[config.mk]
export PLATFORM = sky130hd
export DESIGN_NAME = spi_slave
export DESIGN_NICKNAME = d
export VERILOG_FILES = /design/src/rtl/spi_slave.sv
export SDC_FILE = /design/constraint.sdc
export NUM_CORES = 1
export LEC_CHECK = 0
export ABC_CLOCK_PERIOD_IN_PS = 1700
export BUFFER_PORTS_ARGS = -buffer_cell sky130_fd_sc_hd__buf_2
export CAP_MARGIN = 10
export CELL_PAD_IN_SITES_DETAIL_PLACEMENT = 0
export CELL_PAD_IN_SITES_GLOBAL_PLACEMENT = 2
export CORE_MARGIN = 4
export CORE_UTILIZATION = 37
export DETAILED_ROUTE_END_ITERATION = 8
export PLACE_DENSITY = 0.82
export RECOVER_POWER = 50
export SLEW_MARGIN = 10
export SYNTH_ARGS = -nofsm -noshare
export SYNTH_HDL_FRONTEND = slang
export SYNTH_SLANG_ARGS = --single-unit
export TNS_END_PERCENT = 30
[constraint.sdc]
create_clock -name i_clk -period 1.7 [get_ports i_clk]
set_input_delay 0.17 -clock i_clk [delete_from_list [all_inputs] [get_ports i_clk]]
set_output_delay 0.17 -clock i_clk [all_outputs]
set_load 0.005 [all_outputs]
[src/rtl/spi_slave.sv]
// spi_slave: byte-oriented SPI slave (mode 0, MSB first) behind a register-style host port.
// Latency: o_rx_ready rises SYNC_STAGES+1 i_clk cycles after the 8th SCK rising edge.
// Backpressure: o_tx_ready=0 rejects writes (sticky o_tx_error); unread rx byte is overwritten (sticky o_rx_error).
//
// Ports:
//   i_clk, i_rst_n                     system clock, async active-low reset
//   i_cs, i_we, i_re, i_data, o_data   host strobes and data bytes
//   o_rx_ready, o_rx_error             received byte waiting / overrun seen
//   o_tx_ready, o_tx_error             tx slot free / write rejected
//   i_spi_sck, i_spi_cs_l, i_spi_mosi  external SPI pins (asynchronous)
//   o_spi_miso                         slave-out data
module spi_slave #(
  parameter int SYNC_STAGES = 3
) (
  input  logic       i_clk,
  input  logic       i_rst_n,
  input  logic       i_cs,
  input  logic [7:0] i_data,
  output logic [7:0] o_data,
  input  logic       i_we,
  input  logic       i_re,
  output logic       o_rx_error,
  output logic       o_rx_ready,
  output logic       o_tx_error,
  output logic       o_tx_ready,
  input  logic       i_spi_sck,
  input  logic       i_spi_cs_l,
  input  logic       i_spi_mosi,
  output logic       o_spi_miso
);

  // Synchronizer chains; index SYNC_STAGES-1 is the oldest (fully synchronized) stage.
  logic [SYNC_STAGES-1:0] sck_sync;
  logic [SYNC_STAGES-1:0] csl_sync;
  logic [SYNC_STAGES-1:0] mosi_sync;
  // Previous value of the synchronized SCK, used as the reference for edge detection.
  logic                   sck_prev;

  logic [7:0] rx_shift;
  logic [7:0] tx_shift;
  logic [2:0] bit_cnt;
  logic       tx_queued;

  logic       sck_s;
  logic       cs_act;
  logic       mosi_s;
  logic       sck_rise;
  logic       sck_fall;
  logic       host_wr;
  logic       host_rd;
  logic [7:0] rx_next;

  always_ff @(posedge i_clk or negedge i_rst_n) begin
    if (!i_rst_n) begin
      sck_sync  <= '0;
      csl_sync  <= '1;
      mosi_sync <= '0;
      sck_prev  <= 1'b0;
    end else begin
      sck_sync  <= {sck_sync[SYNC_STAGES-2:0], i_spi_sck};
      csl_sync  <= {csl_sync[SYNC_STAGES-2:0], i_spi_cs_l};
      mosi_sync <= {mosi_sync[SYNC_STAGES-2:0], i_spi_mosi};
      sck_prev  <= sck_sync[SYNC_STAGES-1];
    end
  end

  assign sck_s    = sck_sync[SYNC_STAGES-1];
  assign cs_act   = ~csl_sync[SYNC_STAGES-1];
  assign mosi_s   = mosi_sync[SYNC_STAGES-1];
  assign sck_rise = sck_s & ~sck_prev;
  assign sck_fall = ~sck_s & sck_prev;
  assign host_wr  = i_cs & i_we;
  assign host_rd  = i_cs & i_re;
  assign rx_next  = {rx_shift[6:0], mosi_s};

  // A write is only accepted on a byte boundary with nothing already waiting.
  assign o_tx_ready = (bit_cnt == 3'd0) & ~tx_queued;

  always_ff @(posedge i_clk or negedge i_rst_n) begin
    if (!i_rst_n) begin
      o_data     <= 8'h00;
      rx_shift   <= 8'h00;
      tx_shift   <= 8'h00;
      bit_cnt    <= 3'd0;
      tx_queued  <= 1'b0;
      o_rx_ready <= 1'b0;
      o_rx_error <= 1'b0;
      o_tx_error <= 1'b0;
      o_spi_miso <= 1'b0;
    end else begin
      o_spi_miso <= cs_act & tx_shift[7];

      // Acknowledge first so a byte completing in the same cycle overrides it.
      if (host_rd) begin
        o_rx_ready <= 1'b0;
        o_rx_error <= 1'b0;
      end

      if (!cs_act) begin
        // Deselected: realign to a byte boundary and drop any pending tx byte.
        // Host writes while deselected are discarded along with the queue.
        bit_cnt    <= 3'd0;
        o_rx_ready <= 1'b0;
        tx_queued  <= 1'b0;
        tx_shift   <= 8'h00;
        o_tx_error <= 1'b0;
      end else begin
        if (host_wr) begin
          if (o_tx_ready) begin
            tx_shift  <= i_data;
            tx_queued <= 1'b1;
          end else begin
            o_tx_error <= 1'b1;
          end
        end

        if (sck_rise) begin
          rx_shift <= rx_next;
          bit_cnt  <= bit_cnt + 3'd1;
          if (bit_cnt == 3'd7) begin
            o_data     <= rx_next;
            o_rx_ready <= 1'b1;
            if (o_rx_ready) begin
              o_rx_error <= 1'b1;
            end
            // Byte slot consumed: the remaining bit must not leak into the next byte.
            tx_queued <= 1'b0;
            tx_shift  <= 8'h00;
          end
        end else if (sck_fall && bit_cnt != 3'd0) begin
          // The falling edge that trails the 8th rising edge is skipped so a byte
          // written between bytes is not shifted before its MSB is sampled.
          tx_shift <= {tx_shift[6:0], 1'b0};
        end
      end
    end
  end

endmodule

==> impl_metrics.ini <==
[worst_hold_path]
hp-start = i_cs
hold_path.class = in2reg

[global_routing]
grt-ovfl-total = 0
grt_pass1_vias = 1177
grt_usage_pct = 11.5
grt_max_degree = 28
grt_pass1_wl_um = 5480
antenna_found_initial = 0

[logic_synthesis]
synth_cell_types = 31
synthTopCellsByArea = dfrtp_1, mux2_4, dfstp_2
ys_top_cells_by_count = dfrtp_1, a21oi_1, mux2_4
ys_seq_area_share_pct = 58.4
ys_ff_latch = 41
ys_warn_count = 0
avgSynthCellArea_um2 = 13.1
yosysTopAreaCell = dfrtp_1
syn_nets = 154
synth-edff-count = 0
syn_area_mm2 = 0.00176
synthCells = 135
async_reset_ff_share_pct = 100
synth.most_common_cell = dfrtp_1
ys.flop_type = dfrtp_1
yosysTopAreaCellShare_pct = 53.9

[route]
drt_iter0_drc = 54
wire_per_inst_um = 13.6
via_count = 1110
drtAntennaViolNets = 0
drc = 0
drt_pass1_iterations = 4
drt-total-wl_um = 3130
viasPerCell = 4.83

[worst_setup_path]
crit_required_ns = 1.87
cp-start-kind = flop
crit_fanout = 3
timing.rr.start = bit_cnt[0]$_DFFE_PN0P_
crit_path_end_kind = flop
critPathLaunch = bit_cnt[0]$_DFFE_PN0P_
path_class = reg2reg
arrival_ns = 1.78

[power]
p_per_area_mw_per_mm2 = 955
comb_power_share_pct = 12.7
seqPwrFrac_pct = 55.8
switchingPower_mw = 0.490
sw_frac_of_total_pct = 24.0
ir_drop_v = 0.000464
p_clk_share_pct = 31.5
p_int_mw = 1.55
power_leakage_nw = 1.07

[floorplan]
dieArea_mm2 = 0.00593
die_w_um = 77.0
die_h_um = 77.0
rows = 24
ioPinCount = 29
core_area_mm2 = 0.00447
initial_core_util_pct = 39.4

[outcome]
status = completed

[final_layout]
drive_above_1_share_pct = 42.7
num-nets-final = 196
multi_input_area_um2 = 659
final-seq-area_mm2 = 0.00103
area_growth_pct = 21.1
fin_util_pct = 47.7
num_antenna_cells = 0
nFillCells = 423

[timing]
skew_ns = 0.00673
worst_pin_slew_ns = 0.626
rsz0062_at_grt = no
finalMaxSlewViolations = 0
setup_violations = 0
finalHoldViolations = 0
setup_slack_ns = 0.0930
holdWs_ns = 0.210
fmax_mhz = 622
slew_headroom_pct = 58.3
final.min_clock_period_ns = 1.61
tns_ns = 0
period_share_pct = 94.5

[clock_network]
path_clk_slew_ns = 0.08
clock_latency_ns = 0.28
numClockSinks = 41
cts_buffer_depth = 2
htree_num_levels = 2
numCtsBuffers = 5
cts_tree = done
cts.root.buffer_cell = clkbuf_8

[placed_design]
dp_slack_ns = -0.00315
portBuffers = 28
place.gp.congestion = 0.714
dp_hpwl_um = 2350

[run]
drv_cap = 0
==> critical path: stages (launching register included) <==
cell     delay (ns)
dfrtp_1        0.41
inv_1          0.10
ha_4           0.14
nor3b_4        0.19
buf_4          0.15
nand2_2        0.04
mux2_4         0.29
and3_1         0.17
==> sequential cells by signal, indices dropped and copies added, names as in the netlist <==
register and count:
o_tx_error 1, rx_shift 7, sck_sync 3, mosi_sync 3, tx_queued 1, tx_shift 8
bit_cnt 3, o_rx_error 1, csl_sync 3, o_data 8, sck_prev 1, o_spi_miso 1
o_rx_ready 1
==> area by class of cell <==
cell class                 count  share of cell area [%]
tap                           52                    3.05
sequential                    41                    48.2
timing repair buffer          44                    12.5
clock inverter                 2                   0.644
inverter                       5                   0.879
multi-input combinational     80                    30.9
clock buffer                   6                    3.87
==> timing repair <==
action,CTS,global route
endpoints found under the setup margin,9,5
setup buffers,1,0
pin swaps,0,1
resized for setup,1,2
hold buffers,4,0
hold endpoints to repair,25,0
==> stage by stage <==
stage | cells | total power, mW | instance area [um2]
2_1_floorplan | 135 | 1.31 | 1760
3_3_place_gp | 217 | 1.39 | 1980
3_5_place_dp | 217 | 1.41 | 1980
4_1_cts | 230 | 2.07 | 2130
5_1_grt | 230 | 2.17 | 2140
6_report | 230 | 2.04 | 2140
==> placed cells by master, fill, tap and decap left out, types with 2 or more instances in the layout <==
| cell type | count |
|---|---|
| a21oi_1 | 10 |
| nor2_1 | 5 |
| clkbuf_8 | 6 |
| a21boi_0 | 7 |
| dlygate4sd3_1 | 4 |
| nand3_1 | 7 |
| and3_2 | 6 |
| mux2_2 | 7 |
| ha_1 | 2 |
| dfstp_2 | 3 |
| nor2b_1 | 2 |
| clkbuf_1 | 3 |
| buf_4 | 12 |
| dfrtp_1 | 38 |
| buf_2 | 24 |
| and2_1 | 2 |
| o21ai_1 | 7 |
| and3_1 | 3 |
| inv_1 | 5 |
| mux2_4 | 9 |
==> cell families after synthesis <==
kind of cell / Yosys count / synth area share (%)
DFF: 41 / 58.4
and+or+nand+nor: 30 / 10.8
muxes: 16 / 12.1
AOI/OAI and AO/OA: 30 / 11.1
buffers and inverters: 14 / 4.97
adders and majority gates: 3 / 2.13
xor gates and xnor gates: 1 / 0.497
==> power groups by stage <==
stage          combinational, mW  clock, mW  sequential, mW
2_1_floorplan              0.171          0            1.14
3_3_place_gp               0.241          0            1.15
3_5_place_dp               0.248          0            1.16
4_1_cts                    0.261      0.672            1.14
5_1_grt                    0.294      0.727            1.15
6_report                   0.258      0.643            1.14
==> metal layers <==
layer  part of all wire (%)  vias up  global-route usage [%]
li1                       -      552                       -
met1                     45      534                    14.7
met2                     50       22                    18.7
met3                    4.5        2                    3.86
met4                   0.19        0                    2.67
met5                      0        -                       0
==> path summary, 6_finish.rpt <==
check | end | slack (ns) | cells after the start
max | tx_shift[0]$_DFF_PN0_ | 0.09 | 7
min | o_rx_error$_DFF_PN0_ | 0.21 | 3
max reg2reg | tx_shift[0]$_DFF_PN0_ | 0.09 | 7
min reg2reg | sck_sync[2]$_DFF_PN0_ | 0.35 | 0
max in group asynchronous | tx_shift[4]$_DFF_PN0_ | 0.68 | 3
min in group asynchronous | mosi_sync[0]$_DFF_PN0_ | 0.43 | 2
(Power assumes the default switching activity.)
